<file path="config.mk">
export PLATFORM = sky130hd
export DESIGN_NAME = id_ex_stage
export DESIGN_NICKNAME = d
export VERILOG_FILES = /design/src/rtl/id_ex_stage.sv
export SDC_FILE = /design/constraint.sdc
export NUM_CORES = 1
export LEC_CHECK = 0
export CORE_ASPECT_RATIO = 0.9
export CORE_MARGIN = 10
export CORE_UTILIZATION = 45
export CTS_BUF_LIST = sky130_fd_sc_hd__clkbuf_8
export CTS_CLUSTER_SIZE = 24
export DETAILED_ROUTE_END_ITERATION = 8
export PLACE_DENSITY = 0.94
export RECOVER_POWER = 100
export SYNTH_ARGS = -nofsm -noshare
export SYNTH_HDL_FRONTEND = slang
export SYNTH_SLANG_ARGS = --single-unit
</file>
<file path="constraint.sdc">
create_clock -name clk -period 4.47 [get_ports clk]
set_input_delay 1.341 -clock clk [delete_from_list [all_inputs] [get_ports clk]]
set_output_delay 1.341 -clock clk [all_outputs]
set_load 0.05 [all_outputs]
</file>
<file path="src/rtl/id_ex_stage.sv">
// id_ex_stage: one-entry ID/EX pipeline register with operand forwarding,
// load-use hazard detection, backpressure hold and flush.
module id_ex_stage (
   input  logic        clk,
   input  logic        rst,
   input  logic        in_valid,
   output logic        in_ready,
   input  logic [31:0] in_rs_data,
   input  logic [31:0] in_rt_data,
   input  logic [15:0] in_imm,
   input  logic [4:0]  in_rs,
   input  logic [4:0]  in_rt,
   input  logic [4:0]  in_rd,
   input  logic [3:0]  in_alu_op,
   input  logic        in_alu_src,
   input  logic        in_reg_dst,
   input  logic        in_reg_write,
   input  logic        in_mem_read,
   input  logic        in_mem_write,
   input  logic        in_mem_to_reg,
   input  logic        exmem_reg_write,
   input  logic [4:0]  exmem_rd,
   input  logic [31:0] exmem_result,
   input  logic        memwb_reg_write,
   input  logic [4:0]  memwb_rd,
   input  logic [31:0] memwb_result,
   input  logic        flush,
   output logic        out_valid,
   input  logic        out_ready,
   output logic [31:0] alu_a,
   output logic [31:0] alu_b,
   output logic [3:0]  alu_op,
   output logic [31:0] store_data,
   output logic [4:0]  dest_reg,
   output logic        out_reg_write,
   output logic        out_mem_read,
   output logic        out_mem_write,
   output logic        out_mem_to_reg,
   output logic [15:0] stall_cnt
);
   logic        r_valid;
   logic [31:0] r_rs_data, r_rt_data, r_imm;
   logic [4:0]  r_rs, r_rt, r_dest;
   logic [3:0]  r_alu_op;
   logic        r_alu_src, r_reg_write, r_mem_read, r_mem_write, r_mem_to_reg;
   logic [15:0] r_stall_cnt;
   logic        w_hazard, w_capture;
   logic [31:0] w_fwd_rs, w_fwd_rt;

   function automatic logic [31:0] fwd(input logic [4:0] idx, input logic [31:0] data);
      return (exmem_reg_write && exmem_rd == idx && idx != 5'd0) ? exmem_result :
             (memwb_reg_write && memwb_rd == idx && idx != 5'd0) ? memwb_result : data;
   endfunction

   assign w_fwd_rs  = fwd(r_rs, r_rs_data);
   assign w_fwd_rt  = fwd(r_rt, r_rt_data);
   assign w_hazard  = in_valid & r_valid & r_mem_read & (r_dest != 5'd0) &
                      ((r_dest == in_rs) | (r_dest == in_rt));
   assign in_ready  = ~rst & ~w_hazard & (~r_valid | out_ready) & ~flush;
   assign w_capture = in_valid & in_ready;

   assign out_valid      = r_valid;
   assign alu_a          = w_fwd_rs;
   assign alu_b          = r_alu_src ? r_imm : w_fwd_rt;
   assign store_data     = w_fwd_rt;
   assign alu_op         = r_alu_op;
   assign dest_reg       = r_dest;
   assign out_reg_write  = r_valid & r_reg_write;
   assign out_mem_read   = r_valid & r_mem_read;
   assign out_mem_write  = r_valid & r_mem_write;
   assign out_mem_to_reg = r_valid & r_mem_to_reg;
   assign stall_cnt      = r_stall_cnt;

   always_ff @(posedge clk) begin
      if (rst) begin
         r_valid      <= 1'b0;
         r_rs_data    <= '0;
         r_rt_data    <= '0;
         r_imm        <= '0;
         r_rs         <= '0;
         r_rt         <= '0;
         r_dest       <= '0;
         r_alu_op     <= '0;
         r_alu_src    <= 1'b0;
         r_reg_write  <= 1'b0;
         r_mem_read   <= 1'b0;
         r_mem_write  <= 1'b0;
         r_mem_to_reg <= 1'b0;
         r_stall_cnt  <= '0;
      end else begin
         if (w_hazard && !flush && !(&r_stall_cnt))
            r_stall_cnt <= r_stall_cnt + 16'd1;
         if (flush)
            r_valid <= 1'b0;
         else if (w_capture) begin
            r_valid      <= 1'b1;
            r_rs_data    <= in_rs_data;
            r_rt_data    <= in_rt_data;
            r_imm        <= {{16{in_imm[15]}}, in_imm};
            r_rs         <= in_rs;
            r_rt         <= in_rt;
            r_dest       <= in_reg_dst ? in_rd : in_rt;
            r_alu_op     <= in_alu_op;
            r_alu_src    <= in_alu_src;
            r_reg_write  <= in_reg_write;
            r_mem_read   <= in_mem_read;
            r_mem_write  <= in_mem_write;
            r_mem_to_reg <= in_mem_to_reg;
         end else if (r_valid && !out_ready) begin
            // refresh operands so a producer retiring mid-stall is kept
            r_rs_data <= w_fwd_rs;
            r_rt_data <= w_fwd_rt;
         end else
            r_valid <= 1'b0;
      end
   end
endmodule

</file>
==> summary.md, run 1 <==
| Metric | Value |
|---|---|
| Post-Layout Cell Count | `1680` |
| Synth warn | `0` |
| DRC violations left | `0` |
| Achievable clock frequency | `224 MHz` |
| Buffer cell driving the clock tree root | `clkbuf_8` |
| Hold Crit Start | `alu_op[2]` |
| Post-detailed-routing wire length | `43900 um` |
| Floorplan row count | `45` |
| Reported max-cap violation count | `0` |
| Detail Route Antenna Nets | `0` |
| Fraction of final layout cells sized beyond drive strength 1 | `28.8%` |
| Pwr per Cell Area | `261 nW/um^2` |
| Leading cell types by count after synthesis | `140 x nor2_1, 127 x nor3_1, 121 x dfxtp_1` |
| Finished layout cell area | `13900 um^2` |
| Via count of the first global-routing pass | `11000` |
| CTS tree | `done` |
| DP Cell Count | `1624` |
| Net count after synthesis | `1239` |
| Accumulated negative setup slack | `0 ps` |
| Area occupied by multi-input gates | `5360 um^2` |
| Cell area after technology mapping | `7750 um^2` |
| Starting DRT DRC Count | `1736` |
| Largest area contributor in the synthesized netlist | `dfxtp_1` |
| CP required | `3130 ps` |
| Global-route wire length before repair | `64300 um` |
| Worst VDD drop | `0.201 mV` |
| Clock transition at path regs | `80 ps` |
| Sum of internal, switching and leakage power | `3.62 mW` |
| Run status | `completed` |
| Max_slew headroom | `32.5%` |
| Reg2reg start | `dest_reg[4]` |
| Fill cell total of the finished layout | `914` |
| Shortest period the worst path allows | `4470 ps` |
| Category of the worst setup path launch point | `input port` |
| Critical path start-end classification | `in -> out` |
| Fraction of post-synthesis cell area in the top cell type by area | `31.3%` |
| Total via count in the routed design | `11300` |
| TritonCTS Buffers | `17` |
| Area of all sequential standard cells | `2430 um^2` |
| Core region area | `16900 um^2` |
| Post-synth EDFFs | `0` |
| Buffers from clock root to sink, at most | `2` |
| Detail-routed via count per cell | `6.72` |
| Final Skew | `21.9 ps` |
| Register area share after synthesis | `31.3%` |
| Count of endpoints failing hold in the final timing report | `0` |
| Clock insertion delay at the later pin of the skew report | `460 ps` |
| Post-synthesis area per instance | `7.36 um^2` |
| Area growth syn-to-layout | `79.0%` |
| CP Max Fanout | `10` |
| Area of the die | `22900 um^2` |
| Overflow after GRT | `0` |
| Most numerous cell in the Yosys netlist | `nor2_1` |
| Number of distinct library cells after synthesis | `49` |
| Total Routing Usage GR | `36.3%` |
| Number of levels in the clock H-tree | `4` |
| Flop2flop setup slack | `1210 ps` |
| Leakage power | `5.28 nW` |
| Min Hold Slack | `457 ps` |
| Top area cells in the synthesized netlist | `dfxtp_1 31%, nor3_1 8.2%, o221ai_1 7.1%` |
| Number of hold buffers added after CTS | `0` |
| Final number of max-transition violations | `0` |
| Final period util | `99.9%` |
| Initial antenna violation count | `5` |
| # port buffers | `312` |
| Effective utilization at floorplan | `45.9%` |
| Most frequently used flop master after synthesis | `dfxtp_1` |
| Placer congestion estimate | `0.932` |
| Number of storage elements in the synthesis netlist | `121` |
| Largest registers ranked by flip-flop count | `r_rs_data x32, r_rt_data x32` |
| Final setup fails | `0` |
| Sort of element at the end of the critical path | `output port` |
| Launching instance or port of the critical path | `exmem_rd[2]` |
| Number of instances in the synthesized netlist | `1052` |
| Maximum number of pins on one net before global-route repair | `65` |
| Type of the most critical hold path | `reg -> reg` |
| Die X | `158 um` |
| Clk sinks | `121` |
| Height of the chip | `144 um` |
| Wire length per cell after detailed routing | `26.1 um` |
| Final HPWL DP | `29700 um` |
| Pre-antenna DRT Iters | `8` |
| Slew at the pin closest to its max-slew limit | `1010 ps` |
| Final nets | `1638` |
| Top-level I/O count | `313` |
| Post-place instance area | `13400 um^2` |
| Signal arrival time at the worst endpoint | `3120 ps` |
| Share of synthesized flip-flops with an asynchronous set or reset | `0%` |
-- worst paths after layout --
kind,cells past startpoint,to
worst max-delay path,10,store_data[21]
worst min-delay path,2,alu_op[2]
worst max register to register,8,r_rt_data[20]
worst min register to register,2,alu_op[2]
-- layout by cell type, fill, tap and decap left out, types with 17 or more instances in the layout --
cell / instances
a21oi_1: 41
a31oi_1: 33
a31oi_4: 28
buf_12: 95
buf_4: 126
clkbuf_8: 18
clkdlybuf4s50_1: 171
dfxtp_1: 120
dlygate4sd3_1: 31
inv_2: 17
nand2_1: 83
nand3_1: 72
nor2_1: 139
nor3_1: 125
o21ai_0: 46
o21ai_4: 17
o221ai_1: 63
xnor2_1: 23
-- worst max-delay path: stages --
cell,delay (ps)
buf_2,110
xnor2_1,130
nand4_1,100
buf_4,160
buf_4,130
buf_4,180
nor3_1,480
a31oi_4,100
clkbuf_4,220
buf_12,160
-- report_power, final --
group	internal, mW	switching [mW]
Clock	0.511	0.526
Sequential	1.13	0.0591
Combinational	0.658	0.733
-- cell type report --
type / count / area share, %
Antenna cell: 5 / 0.0902
Sequential cell: 121 / 17.5
Tap cell: 211 / 1.90
Inverter: 23 / 0.622
Clock buffer: 18 / 1.79
Clock inverter: 14 / 1.06
Multi-Input combinational cell: 805 / 38.6
Timing Repair Buffer: 483 / 38.4
-- metrics by stage --
step                      util (%)  worst slack, ps
after floorplan                  -             -154
after global placement        79.5             -315
after detailed placement      79.5             -344
after CTS                     83.4            -14.7
after global routing          82.1            -11.1
final                         82.1             4.80
-- cell families (layout without fill, tap and decap cells) --
| logic type | count (synthesis) | count (layout) | share of synthesized area [%] |
|---|---|---|---|
| and+or+nand+nor | 468 | 468 | 27.6 |
| AOI/OAI and AO/OA | 281 | 281 | 26.2 |
| buffers and inverters | 126 | 538 | 7.83 |
| DFF | 121 | 121 | 31.3 |
| muxes | 23 | 23 | 3.25 |
| adders and majority gates | 1 | 1 | 0.161 |
| other | 0 | 5 | 0 |
| xor gates and xnor gates | 32 | 32 | 3.62 |
-- layer usage --
metal | part of all wire [%] | global-route usage [%] | up-vias | wire, um
met1 | 34 | 41.0 | 5230 | 14700
met2 | 45 | 58.3 | 1070 | 19900
met4 | 7.4 | 21.5 | 0 | 3230
li1 | - | - | 4665 | -
met3 | 14 | 12.3 | 321 | 5980
met5 | 0 | 0 | - | 0
-- repair_timing --
action / 4_1_cts / 5_1_grt
endpoints found under the setup margin: 96 / 70
resized for setup: 89 / 22
pin swaps: 20 / 13
setup buffers: 13 / 3
cloned: 3 / 1
Power figures use the tool's default switching activity.
==> run 2: changes to the inputs <==
==> config.mk (replaced) <==
export PLATFORM = sky130hd
export DESIGN_NAME = id_ex_stage
export DESIGN_NICKNAME = d
export VERILOG_FILES = /design/src/rtl/id_ex_stage.sv
export SDC_FILE = /design/constraint.sdc
export NUM_CORES = 1
export LEC_CHECK = 0
export CELL_PAD_IN_SITES_DETAIL_PLACEMENT = 1
export CELL_PAD_IN_SITES_GLOBAL_PLACEMENT = 1
export CORE_ASPECT_RATIO = 0.9
export CORE_MARGIN = 10
export CORE_UTILIZATION = 31
export CTS_BUF_LIST = sky130_fd_sc_hd__clkbuf_8
export DETAILED_ROUTE_END_ITERATION = 8
export PLACE_DENSITY = 0.93
export RECOVER_POWER = 100
export REMOVE_ABC_BUFFERS = 1
export SYNTH_ARGS = -nofsm -noshare
export SYNTH_HDL_FRONTEND = slang
export SYNTH_SLANG_ARGS = --single-unit
==> run 2 against run 1 <==
First-iteration DRC count fell by 40%. Sequential power about the same. Global-route usage fell by 7.7 points. Die area increased by 39%. Critical path depth is 2 higher. Worst setup slack got worse by 150 ps. Worst hold slack better by 3.3 ps. Sequential share of layout area down 0.55 points. The run now ends with negative setup slack left. Non-clock buffer count fell by 22.
==> summary.md, run 2 (synthesized netlist as in run 1, its figures left out) <==
| Metric | Value |
|---|---|
| Maximum number of pins on one net before global-route repair | `65` |
| Detail Route Antenna Nets | `0` |
| Global-route wire length before repair | `71200 um` |
| Fraction of final layout cells sized beyond drive strength 1 | `31.1%` |
| Number of levels in the clock H-tree | `4` |
| Pwr per Cell Area | `260 nW/um^2` |
| Area occupied by multi-input gates | `5460 um^2` |
| Final setup fails | `18` |
| CP max stage delay | `400 ps` |
| Post-Layout Cell Count | `1786` |
| Violated checks | `negative setup slack` |
| Starting DRT DRC Count | `1038` |
| Category of the worst setup path launch point | `input port` |
| Height of the chip | `170 um` |
| Sum of internal, switching and leakage power | `3.72 mW` |
| Routed wl met2 | `25900 um` |
| Routed length on met1 | `18800 um` |
| Floorplan row count | `54` |
| Cell at the slowest stage of the critical path | `nor3_2` |
| Final number of max-transition violations | `0` |
| Via count of the first global-routing pass | `11600` |
| Reported max-cap violation count | `0` |
| Shortest period the worst path allows | `4620 ps` |
| CTS tree | `done` |
| Placer congestion estimate | `0.930` |
| Clock transition at path regs | `80 ps` |
| Final period util | `103%` |
| Commonest non-fill, non-tap cell in the layout | `clkdlybuf4s50_1` |
| Fill cell total of the finished layout | `2739` |
| Effective utilization at floorplan | `31.7%` |
| Overflow after GRT | `0` |
| Finished layout cell area | `14300 um^2` |
| Top cell family by delay on the critical path | `buffers and inverters` |
| Post-place instance area | `12900 um^2` |
| Signal arrival time at the worst endpoint | `3270 ps` |
| Worst slack at placement | `-372 ps` |
| Crit-path cells | `buf_4, xnor2_2, nand4_1, buf_4, buf_6, buf_12, nor3_2, a31oi_4, inv_2, o21ai_2, buf_6, buf_12` |
| Run status | `finished with violations` |
| Sum of buffers and inverters on the critical path | `7` |
| Slew at the pin closest to its max-slew limit | `1170 ps` |
| Number of hold buffers added after CTS | `0` |
| DRC violations left | `0` |
| Buffer cell driving the clock tree root | `clkbuf_8` |
| Flop2flop setup slack | `1290 ps` |
| Detail-routed via count per cell | `6.18` |
| Buffers from clock root to sink, at most | `2` |
| Worst Slack Setup Final | `-145 ps` |
| Top-level I/O count | `313` |
| Total length of routed met3 wires | `4240 um` |
| Max_slew headroom | `22.0%` |
| TritonCTS Buffers | `17` |
| Worst VDD drop | `0.210 mV` |
| Wire length per cell after detailed routing | `29.1 um` |
| Most used cells in the layout excluding fill and tap cells | `171 x clkdlybuf4s50_1, 139 x nor2_1, 120 x dfxtp_1` |
| Clock insertion delay at the later pin of the skew report | `460 ps` |
| Critical path start-end classification | `in -> out` |
| Core region area | `24500 um^2` |
| Area of the die | `31700 um^2` |
| Initial antenna violation count | `8` |
| # port buffers | `312` |
| Unrepaired setup endpoints after global routing | `true` |
| Die X | `187 um` |
| Final HPWL DP | `32200 um` |
| DP Cell Count | `1720` |
| Total via count in the routed design | `11000` |
| Post-detailed-routing wire length | `52000 um` |
| Area of all sequential standard cells | `2420 um^2` |
| Accumulated negative setup slack | `-845 ps` |
| CP required | `3130 ps` |
| Final nets | `1616` |
| Sort of element at the end of the critical path | `output port` |
| Total Routing Usage GR | `28.6%` |
| Area growth syn-to-layout | `84.6%` |
| Count of endpoints failing hold in the final timing report | `0` |
| Achievable clock frequency | `217 MHz` |
| CP Max Fanout | `10` |
| Largest registers ranked by flip-flop count | `r_rs_data x32, r_rt_data x32` |
| Max Used Layer | `met4` |
| Pre-antenna DRT Iters | `5` |
| Clk sinks | `121` |
| Final Skew | `18.9 ps` |
| Type of the most critical hold path | `reg -> reg` |
| Leakage power | `5.39 nW` |
-- run 2: cell count changes in the layout (fill, tap and decap cells not counted), moves of 12 or more --
cell	change
nor3_4	+12
buf_12	+18
nor3_1	-26
nor3_2	+14
clkbuf_1	-13
o21ai_2	+16
a31oi_2	+15
o21ai_4	-17
inv_2	-12
-- run 2: stage by stage --
step	utilization, %	hold slack, ps
2_1_floorplan	-	426
3_3_place_gp	52.7	438
3_5_place_dp	52.7	450
4_1_cts	56.7	462
5_1_grt	58.5	491
6_report	58.5	460
-- run 2: layout make-up --
type	instances	share of cell area, %
Inverter	23	0.604
Antenna cell	8	0.140
Clock buffer	17	1.64
Multi-Input combinational cell	805	38.2
Timing Repair Buffer	461	38.4
Clock inverter	15	1.15
Tap cell	336	2.94
Sequential cell	121	16.9
-- run 2: what timing repair did --
item                                   in CTS  in global routing
endpoints found under the hold margin       0                  0
resized for setup                         110                109
cloned                                      4                  2
setup endpoints to repair                  96                 57
pin swaps                                  13                 38
buffers inserted                           10                 11
-- run 2: per-layer routing --
metal / GRT usage (%) / vias up
li1: - / 4634
met1: 31.1 / 5450
met2: 51.0 / 742
met3: 6.62 / 215
met4: 15.6 / 0
met5: 0 / -
-- run 2: worst reg2reg max path, delay by kind of cell (launching register included) --
family                 cells  cell delay [ps]
AO/OA/AOI/OAI              3              820
XOR/XNOR                   1              160
flip-flops                 1              470
buffers and inverters      2             1150
AND/OR/NAND/NOR            2              460
-- run 2: where the power goes --
group	internal [mW]	switching, mW
registers	1.14	0.0623
logic	0.687	0.772
clock network	0.506	0.557
-- run 2: worst paths after layout --
kind	endpoint	start	cells after the start
min	r_imm[14]	r_imm[14]	2
max reg2reg	r_rt_data[27]	dest_reg[2]	8
max	alu_b[30]	exmem_rd[2]	12
min reg2reg	r_imm[14]	r_imm[14]	2
